==> config.mk <==
export PLATFORM = sky130hd
export DESIGN_NAME = datapath_gen
export DESIGN_NICKNAME = d
export VERILOG_FILES = /design/src/rtl/datapath_gen.sv
export SDC_FILE = /design/constraint.sdc
export NUM_CORES = 2
export LEC_CHECK = 0
export CORE_ASPECT_RATIO = 0.6
export CORE_MARGIN = 2
export CORE_UTILIZATION = 29
export CTS_CLUSTER_DIAMETER = 100
export CTS_CLUSTER_SIZE = 16
export DETAILED_ROUTE_END_ITERATION = 8
export SKIP_LAST_GASP = 1
export SYNTH_ARGS = -nofsm -noshare
export SYNTH_HDL_FRONTEND = slang
export SYNTH_SLANG_ARGS = --single-unit
==> constraint.sdc <==
create_clock -name clk -period 6.3 [get_ports clk]
set_input_delay 1.26 -clock clk [delete_from_list [all_inputs] [get_ports clk]]
set_output_delay 1.26 -clock clk [all_outputs]
set_load 0.03 [all_outputs]
==> src/rtl/datapath_gen.sv <==
// rtl/datapath_gen.sv - single-bus CPU datapath: register file, ALU, signed MUL/DIV, memory-read port
//
// Purpose : register file plus Y/Z/HI/LO/IR/PC/MAR/MDR/port registers around one OR-combined bus,
//           with a single-cycle ALU, iterative signed MUL/DIV and a req/ack memory read into MDR.
// Ports   : clk, clr (async active-low reset)
//           reg_in/reg_out (one-hot register load/drive), *_in load strobes, *_out bus drivers
//           op, c_data, inport_data          ALU opcode, immediate, input-port value
//           mem_rd/mem_req/mem_addr/mem_ack/mem_rdata/mem_busy   memory read handshake
//           alu_busy, alu_done, div_zero     MUL/DIV status
//           ir_q, outport_q, bus, bus_err    register views and bus debug
// Option  : define DATAPATH_BUSCHK_EN to flag more than one bus source on bus_err (sticky until clr).
module datapath_gen #(
    parameter int DATA_W   = 32,
    parameter int NUM_REGS = 16
) (
    input  logic                clk,
    input  logic                clr,
    input  logic [NUM_REGS-1:0] reg_in,
    input  logic [NUM_REGS-1:0] reg_out,
    input  logic                y_in,
    input  logic                z_in,
    input  logic                hi_in,
    input  logic                lo_in,
    input  logic                ir_in,
    input  logic                pc_in,
    input  logic                mar_in,
    input  logic                mdr_in,
    input  logic                outport_in,
    input  logic                hi_out,
    input  logic                lo_out,
    input  logic                zhi_out,
    input  logic                zlo_out,
    input  logic                pc_out,
    input  logic                mdr_out,
    input  logic                inport_out,
    input  logic                c_out,
    input  logic [4:0]          op,
    input  logic [DATA_W-1:0]   c_data,
    input  logic [DATA_W-1:0]   inport_data,
    input  logic                mem_rd,
    output logic                mem_req,
    output logic [DATA_W-1:0]   mem_addr,
    input  logic                mem_ack,
    input  logic [DATA_W-1:0]   mem_rdata,
    output logic                mem_busy,
    output logic                alu_busy,
    output logic                alu_done,
    output logic                div_zero,
    output logic [DATA_W-1:0]   ir_q,
    output logic [DATA_W-1:0]   outport_q,
    output logic [DATA_W-1:0]   bus,
    output logic                bus_err
);
    localparam int SW = $clog2(DATA_W);

    typedef enum logic [1:0] {A_IDLE, A_RUN, A_FIX} alu_state_t;
    typedef enum logic {M_IDLE, M_WAIT} mem_state_t;

    logic [DATA_W-1:0] regs [NUM_REGS];
    logic [DATA_W-1:0] y_q, zhi_q, zlo_q, hi_q, lo_q, pc_q, mar_q, mdr_q, inport_q;
    alu_state_t        alu_state, alu_next;
    mem_state_t        mem_state, mem_next;

    // MUL/DIV working set: acc_hi:acc_lo is product or remainder:quotient, opnd is |B|
    logic [DATA_W-1:0]   acc_hi, acc_lo, opnd, dividend;
    logic [SW-1:0]       cnt;
    logic                is_div, neg_a, neg_res;
    logic                muldiv_op, muldiv_start;
    logic [DATA_W:0]     mul_sum, rem_sh;
    logic                rem_ge;
    logic [2*DATA_W-1:0] prod;
    logic [SW-1:0]       sh, sh_neg;
    logic [DATA_W-1:0]   alu_res;

    always_comb begin
        bus = '0;
        for (int i = 0; i < NUM_REGS; i++)
            if (reg_out[i]) bus = bus | regs[i];
        if (hi_out)     bus = bus | hi_q;
        if (lo_out)     bus = bus | lo_q;
        if (zhi_out)    bus = bus | zhi_q;
        if (zlo_out)    bus = bus | zlo_q;
        if (pc_out)     bus = bus | pc_q;
        if (mdr_out)    bus = bus | mdr_q;
        if (inport_out) bus = bus | inport_q;
        if (c_out)      bus = bus | c_data;
    end

`ifdef DATAPATH_BUSCHK_EN
    logic [NUM_REGS+7:0] srcs;
    logic                err_q;
    assign srcs = {reg_out, hi_out, lo_out, zhi_out, zlo_out, pc_out, mdr_out, inport_out, c_out};
    always_ff @(posedge clk or negedge clr) begin
        if (!clr)                     err_q <= 1'b0;
        else if ($countones(srcs) > 1) err_q <= 1'b1;
    end
    assign bus_err = err_q;
`else
    assign bus_err = 1'b0;
`endif

    // Rotates combine both shift directions; sh_neg = DATA_W - sh, and sh = 0 degenerates to A | A.
    always_comb begin
        sh      = bus[SW-1:0];
        sh_neg  = -sh;
        alu_res = '0;
        case (op)
            5'd0:    alu_res = y_q + bus;
            5'd1:    alu_res = y_q - bus;
            5'd2:    alu_res = y_q & bus;
            5'd3:    alu_res = y_q | bus;
            5'd4:    alu_res = y_q >> sh;
            5'd5:    alu_res = $signed(y_q) >>> sh;
            5'd6:    alu_res = y_q << sh;
            5'd7:    alu_res = (y_q >> sh) | (y_q << sh_neg);
            5'd8:    alu_res = (y_q << sh) | (y_q >> sh_neg);
            5'd9:    alu_res = -bus;
            5'd10:   alu_res = ~bus;
            5'd11:   alu_res = bus + DATA_W'(1);
            default: alu_res = '0;
        endcase
    end

    assign muldiv_op    = (op == 5'd12) || (op == 5'd13);
    assign muldiv_start = z_in && muldiv_op && (alu_state == A_IDLE);
    assign mul_sum      = {1'b0, acc_hi} + (acc_lo[0] ? {1'b0, opnd} : '0);
    assign rem_sh       = {acc_hi, acc_lo[DATA_W-1]};
    assign rem_ge       = rem_sh >= {1'b0, opnd};
    assign prod         = {acc_hi, acc_lo};

    always_ff @(posedge clk or negedge clr) begin
        if (!clr) alu_state <= A_IDLE;
        else      alu_state <= alu_next;
    end

    always_comb begin
        alu_next = alu_state;
        case (alu_state)
            A_IDLE:  if (muldiv_start) alu_next = A_RUN;
            A_RUN:   if (cnt == SW'(DATA_W - 1)) alu_next = A_FIX;
            A_FIX:   alu_next = A_IDLE;
            default: alu_next = A_IDLE;
        endcase
    end

    always_ff @(posedge clk or negedge clr) begin
        if (!clr) mem_state <= M_IDLE;
        else      mem_state <= mem_next;
    end

    always_comb begin
        mem_next = mem_state;
        case (mem_state)
            M_IDLE:  if (mem_rd) mem_next = M_WAIT;
            M_WAIT:  if (mem_ack) mem_next = M_IDLE;
            default: mem_next = M_IDLE;
        endcase
    end

    always_ff @(posedge clk or negedge clr) begin
        if (!clr) begin
            for (int i = 0; i < NUM_REGS; i++) regs[i] <= '0;
        end else begin
            for (int i = 0; i < NUM_REGS; i++)
                if (reg_in[i]) regs[i] <= bus;
        end
    end

    always_ff @(posedge clk or negedge clr) begin
        if (!clr) begin
            y_q <= '0; hi_q <= '0; lo_q <= '0; pc_q <= '0; mar_q <= '0;
            mdr_q <= '0; inport_q <= '0; ir_q <= '0; outport_q <= '0;
        end else begin
            inport_q <= inport_data;
            if (y_in)       y_q <= bus;
            if (hi_in)      hi_q <= zhi_q;
            if (lo_in)      lo_q <= zlo_q;
            if (pc_in)      pc_q <= bus;
            if (mar_in)     mar_q <= bus;
            if (ir_in)      ir_q <= bus;
            if (outport_in) outport_q <= bus;
            if (mem_state == M_WAIT && mem_ack) mdr_q <= mem_rdata;
            else if (mdr_in)                    mdr_q <= bus;
        end
    end

    always_ff @(posedge clk or negedge clr) begin
        if (!clr) begin
            acc_hi <= '0; acc_lo <= '0; opnd <= '0; dividend <= '0; cnt <= '0;
            is_div <= 1'b0; neg_a <= 1'b0; neg_res <= 1'b0; alu_done <= 1'b0;
        end else begin
            alu_done <= (alu_state == A_FIX);
            if (muldiv_start) begin
                is_div   <= (op == 5'd13);
                neg_a    <= y_q[DATA_W-1];
                neg_res  <= y_q[DATA_W-1] ^ bus[DATA_W-1];
                dividend <= y_q;
                opnd     <= bus[DATA_W-1] ? -bus : bus;
                acc_hi   <= '0;
                acc_lo   <= y_q[DATA_W-1] ? -y_q : y_q;
                cnt      <= '0;
            end else if (alu_state == A_RUN) begin
                cnt <= cnt + 1'b1;
                if (is_div) begin
                    // restoring step: the subtraction fits DATA_W bits because the true difference < |B|
                    acc_hi <= rem_ge ? rem_sh[DATA_W-1:0] - opnd : rem_sh[DATA_W-1:0];
                    acc_lo <= {acc_lo[DATA_W-2:0], rem_ge};
                end else begin
                    acc_hi <= mul_sum[DATA_W:1];
                    acc_lo <= {mul_sum[0], acc_lo[DATA_W-1:1]};
                end
            end
        end
    end

    always_ff @(posedge clk or negedge clr) begin
        if (!clr) begin
            zhi_q <= '0; zlo_q <= '0; div_zero <= 1'b0;
        end else if (alu_state == A_FIX) begin
            if (!is_div) begin
                {zhi_q, zlo_q} <= neg_res ? -prod : prod;
            end else if (opnd == '0) begin
                zlo_q    <= '1;
                zhi_q    <= dividend;
                div_zero <= 1'b1;
            end else begin
                zlo_q    <= neg_res ? -acc_lo : acc_lo;
                zhi_q    <= neg_a ? -acc_hi : acc_hi;
                div_zero <= 1'b0;
            end
        end else if (z_in && !muldiv_op && alu_state == A_IDLE) begin
            zlo_q <= alu_res;
            zhi_q <= '0;
        end
    end

    assign mem_req  = (mem_state == M_WAIT);
    assign mem_busy = (mem_state == M_WAIT);
    assign mem_addr = mar_q;
    assign alu_busy = (alu_state != A_IDLE);

endmodule

Word level (Yosys, flattened, before mapping)
Cells that the tools add are included.

Register bits after elaboration: 1005. Input bits: 154. Output and inout port bits: 134.

Add/subtract/negate cells: 12. $lt $le $gt $ge: 1. Equal/unequal tests: 18. Shifts and indexed selects: 5. Muxes and demuxes: 57. Bitwise operators: 30. Reductions and logical operators: 16.

Operator list (number): two-way mux 32 bit (46); bitwise OR 32 bit (26); case mux 32 bit (12 select lines) (1); negator 32 bit (4); two-way mux 64 bit (1); negator 64 bit (1); << shifter 32 x 5 -> 32 bit (2); >> shifter 32 x 5 -> 32 bit (2); subtractor 32 bit (2); adder 32 x 32 -> 33 bit (1); >= comparator 33 x 32 -> 1 bit (1); adder 32 x 1 -> 32 bit, second input constant (1); adder 32 bit (1); bitwise AND 32 bit (1); zero test 32 bit (1); inverter 32 bit (1); >>> shifter 32 x 5 -> 32 bit (1); == test 5 x 4 -> 1 bit, second input constant (6); == test 5 x 3 -> 1 bit, second input constant (4); == test 5 x 2 -> 1 bit, second input constant (2); two-way mux 5 bit (2); nonzero test 2 bit (4); adder 5 x 1 -> 5 bit, second input constant (1); == test 5 x 1 -> 1 bit, second input constant (1); other kinds (17) (26).

Depth between registers and ports, before layout
Depth after elaboration: 53. Mapped depth: 22.

Worst setup path before layout
No wires, ideal clock.

Path kind: input to register. Start point: input port reg_out[7]. End point: register zlo_q[15]. Setup time: 0.124 ns. Arrival: 6.136 ns. Data required time: 6.176 ns. Path slack: 0.040 ns. Cell stages on the path: 21. Path buffers: 7. Cells stage by stage: a22oi_1 -> nand2_1 -> or4_1 -> buf_2 -> nor2_1 -> buf_4 -> buf_2 -> clkbuf_1 -> clkbuf_1 -> ha_1 -> clkbuf_1 -> inv_1 -> a21oi_1 -> nor2_4 -> buf_2 -> mux2i_1 -> inv_1 -> mux4_2 -> a22oi_1 -> nand3_1 -> o31a_1.

Longest elaborated chain between the ends: 39. Elaborated cells between the ends (all ways): 51. Classes of those cells: add/sub (5); shift (5); mux (20); bitwise (21).

RTL lines: start: declaration (line 19) `input logic [NUM_REGS-1:0] reg_out,`; two-way mux 32 bit * (line 78) `if (reg_out[i]) bus = bus | regs[i];`; bitwise OR 32 bit (line 78); two-way mux 32 bit * (line 78); bitwise OR 32 bit (line 78); two-way mux 32 bit * (line 78); bitwise OR 32 bit (line 78); two-way mux 32 bit * (line 78); bitwise OR 32 bit (line 78); (+23 left out); bitwise OR 32 bit (line 86) `if (c_out) bus = bus | c_data;`; two-way mux 32 bit * (line 86); negator 5 bit (line 105) `sh_neg = -sh;`; >> shifter 32 x 5 -> 32 bit / << shifter 32 x 5 -> 32 bit (equally long branches) (line 116, 115); bitwise OR 32 bit, on equally long branches (line 116, 115); case mux 32 bit (12 select lines) * (line 107) `case (op)`; two-way mux 32 bit * (line 231) `end else if (z_in && !muldiv_op && alu_state == A_IDLE) begin`; two-way mux 32 bit * (line 219) `end else if (alu_state == A_FIX) begin`; end signal: assignment (line 221) `{zhi_q, zlo_q} <= neg_res ? -prod : prod;`; end signal: assignment (line 227) `zlo_q <= neg_res ? -acc_lo : acc_lo;`; end signal: assignment (line 232) `zlo_q <= alu_res;`; end: declaration (line 60) `logic [DATA_W-1:0] y_q, zhi_q, zlo_q, hi_q, lo_q, pc_q, mar_q, mdr_q, inport_q;`.

Every way passes the cells marked *; elsewhere a longest branch is shown, timed or not. The select of a mux whose other input is x is not followed. A chain may end at the register's enable or synchronous reset.

Worst setup path after layout
Start point: input port reg_out[9]. End point: register zlo_q[31].

Longest elaborated chain between the ends: 35. Elaborated cells between the ends (all ways): 47. Classes of those cells: add/sub (5); shift (5); mux (18); bitwise (19).

RTL lines (line): two-way mux 32 bit * (78); bitwise OR 32 bit (78); two-way mux 32 bit * (78); bitwise OR 32 bit (78); two-way mux 32 bit * (78); bitwise OR 32 bit (78); two-way mux 32 bit * (78); bitwise OR 32 bit (78); (+19 left out); bitwise OR 32 bit (86); two-way mux 32 bit * (86); negator 5 bit (105); >> shifter 32 x 5 -> 32 bit / << shifter 32 x 5 -> 32 bit (equally long branches) (116, 115); bitwise OR 32 bit, on equally long branches (116, 115); case mux 32 bit (12 select lines) * (107); two-way mux 32 bit * (231); two-way mux 32 bit * (219).

Marks and branches as above.

==> flow_summary.yaml <==
synth:
  synth_top_flop_cell: "dfrtp_1"
  yosysSeqAreaShare_pct: 41.1
  synthTopCellsByArea: "dfrtp_1 41%, a21oi_1 7.9%, nor2_1 6.3%"
  synth-seq-cells: 1004
  synth_edf_count: 0
  synth_top_area_share_pct: 41.1
  yosysTopAreaCell: "dfrtp_1"
  synth_area_per_cell_um2: 8.46
  syn_area_um2: 61100
  syn_inst: 7228
  async_reset_ff_share_pct: 100
  ys_warn_count: 0
  synth_fp_nets: 7584
  ys_types: 93
routing:
  drt_iter0_drc: 11500
  wl_met3_mm: 57.0
  wl_met1_mm: 165
  routed.top_layer: "met5"
  first_pass_iters: 7
  met2WireLength_mm: 133
  viasPerCell: 6.27
  drtAntennaViolNets: 0
  routedWlPerCell_um: 34.9
  vias: 65800
  drc: 0
  wirelength_mm: 367
critical_path:
  cp.required_ps: 6910
  cp-start-kind: "input pin"
  r2r-start: "acc_lo[0]"
  crit_slowest_cell: "nand3_1"
  worstPathCellList: "buf_2 -> buf_4 -> a22oi_1 -> nand4_1 -> nor3_2 -> buf_4 -> nand3_1 -> nor3_2 -> buf_4 -> and4_1 -> ha_1 -> o22ai_1 -> a211oi_1 -> o21ai_0 -> a21oi_1 -> o41ai_1 -> nor4_1 -> buf_4 -> o311ai_0 -> a2111oi_1 -> buf_2 -> buf_4 -> a31oi_1"
  crit_type: "input pin to register"
  crit_fanout: 29
  r2r_end: "zlo_q[30]"
  path_buf_inv: 7
  reg2reg_depth: 14
  r2r_setup_slack_ps: 600
  cp.depth: 23
  crit_family: "simple AND/OR/NAND/NOR gates"
  cpPeakStageDelay_ps: 520
  critPathCaptureType: "register"
  crit_top_cell: "buf_4"
  startpoint: "reg_out[9]"
  endpoint: "zlo_q[31]"
  cp.arrival_ps: 6850
die:
  die-width_um: 597
  dieArea_um2: 215000
  rows: 130
  ios: 288
  core_area_um2: 209000
  initial_core_util_pct: 29.2
  die_h_um: 360
timing:
  slew_viol_final: 3
  post-route-period-util_pct: 99.1
  final_hold_viol_count: 0
  slew_headroom_pct: -2.87
  finClkSkew_ps: 58.1
  worst_pin_slew_ps: 1530
  timing.final.crit_period_ps: 6240
  rsz0062_at_grt: "no"
  fmax_mhz: 160
  finalSetupViolCount: 0
clock_network:
  cts_tree: "built"
  clock_latency_ps: 740
  cts_root_buf: "clkbuf_16"
  cts_buffers: 76
  path_clk_slew_ps: 80
  cts.sinks: 1004
  htreeDepth: 3
  postCtsHoldBufs: 0
  clk_path_buf_depth: 3
finish:
  nFillCells: 21500
  final_cell_mix: "1018 x nor2_1, 1002 x dfrtp_1, 961 x a21oi_1"
  layout_commonest_cell: "nor2_1"
  final_area_um2: 73200
  multiInputGateArea_um2: 33300
  nets: 8049
  seq_area_um2: 25100
  layoutNonFillerInstCount: 10500
  post-route-util_pct: 35.0
  drive_gt1_share_pct: 14.1
  syn_to_final_growth_pct: 19.8
power:
  power_frac_seq_pct: 43.2
  combPwrFrac_pct: 30.2
  power_mw: 18.3
  powerDensity_nw_per_um2: 250
  power_switching_mw: 7.17
  clkPwrFrac_pct: 26.7
  p_int_mw: 11.2
  vdd_drop_max_mv: 0.320
  switching_share_pct: 39.1
  p_leak_nw: 27.8
run:
  drv_cap: 2
placed_design:
  dpl_cell_area_um2: 71100
  hpwl_mm: 276
  dp.cells: 10400
  port_buffers: 286
  place_congestion: 1.14
global_route:
  grt_max_degree: 181
  first_global_vias: 59900
  grt_usage_pct: 33.0
  grt_pass1_wl_mm: 500
  grt_overflow: 0
  antenna_found_initial: 30
min_path:
  hold_class: "input pin to asynchronous set/reset pin"
status:
  violations: "capacitance limit, slew limit"
  outcome: "complete, but fails checks"
[sequential cells by signal (all words and copies together) (netlist names)]
| register | flops |
|---|---|
| acc_hi | 32 |
| acc_lo | 32 |
| alu_done | 1 |
| alu_state | 2 |
| cnt | 5 |
| div_zero | 1 |
| dividend | 32 |
| hi_q | 32 |
| inport_q | 32 |
| ir_q | 32 |
| is_div | 1 |
| lo_q | 32 |
| mdr_q | 32 |
| mem_addr | 32 |
| mem_busy | 1 |
| neg_res | 1 |
| opnd | 32 |
| outport_q | 32 |
| pc_q | 32 |
| regs | 512 |
| y_q | 32 |
| zhi_q | 32 |
| zlo_q | 32 |
[Yosys cell counts, types with 105 or more instances]
library cell and number:
a21oi_1 961, a22oi_1 427, buf_1 105, clkbuf_1 465, dfrtp_1 1004, ha_1 198
inv_1 155, mux2i_1 117, nand2_1 525, nand3_1 156, nand4_1 122, nor2_1 1029
o21ai_0 500, xnor2_1 155
[repair_timing]
item | in CTS | in global routing
buffers inserted | 0 | 0
endpoints found under the setup margin | 0 | 2
resized for setup | 0 | 2
hold endpoints to repair | 0 | 0
[power groups by stage]
stage	clock [mW]	combinational, mW	sequential, mW
2_1_floorplan	0	3.45	7.41
3_3_place_gp	0	5.21	7.96
3_5_place_dp	0	5.30	7.98
4_1_cts	4.95	5.33	7.86
5_1_grt	5.16	5.88	7.94
6_report	4.89	5.53	7.91
[logic make-up (layout without fill, tap and decap cells)]
family | Yosys count | count (layout) | synth area share, %
AOI/OAI and AO/OA | 2555 | 2555 | 25.8
and+or+nand+nor | 2221 | 2221 | 16.3
adders and majority gates | 202 | 202 | 4.18
other | 1 | 17 | 0.00613
xor gates and xnor gates | 240 | 240 | 3.44
buffers and inverters | 782 | 1260 | 4.94
muxes | 223 | 223 | 4.27
DFF | 1004 | 1004 | 41.1
[per-stage QoR]
step | setup TNS [ps] | setup slack (ps) | hold WS [ps]
floorplan | 0 | 39.9 | 441
global placement | -2480 | -1180 | 461
detailed placement | -1670 | -442 | 463
CTS | 0 | 346 | 484
global route | 0 | 8.55 | 510
finish | 0 | 59.1 | 476
[worst min path at each step]
stage,endpoint,slack [ps],depth (start not counted)
2_1_floorplan,dividend[9],440,2
3_5_place_dp,dividend[13],460,2
4_1_cts,dividend[2],480,2
5_1_grt,dividend[10],510,2
6_report,acc_lo[29],480,1
3_3_place_gp,dividend[13],460,2
[routing by layer]
layer | GRT usage, % | vias to the layer above
met1 | 49.9 | 33100
met5 | 0 | -
met2 | 40.8 | 5052
met3 | 14.7 | 564
met4 | 8.92 | 22
li1 | - | 27000
[layout make-up]
class | instances | share of cell area [%]
clock buffers | 78 | 2.64
flip-flops and latches | 1004 | 34.3
diodes | 16 | 0.0547
inverters | 161 | 0.825
repair buffers | 1008 | 11.8
clock inverters | 13 | 0.196
multi-input cells | 5442 | 45.5
well taps | 2772 | 4.74
Note: power is estimated with default switching activity, not from simulation.
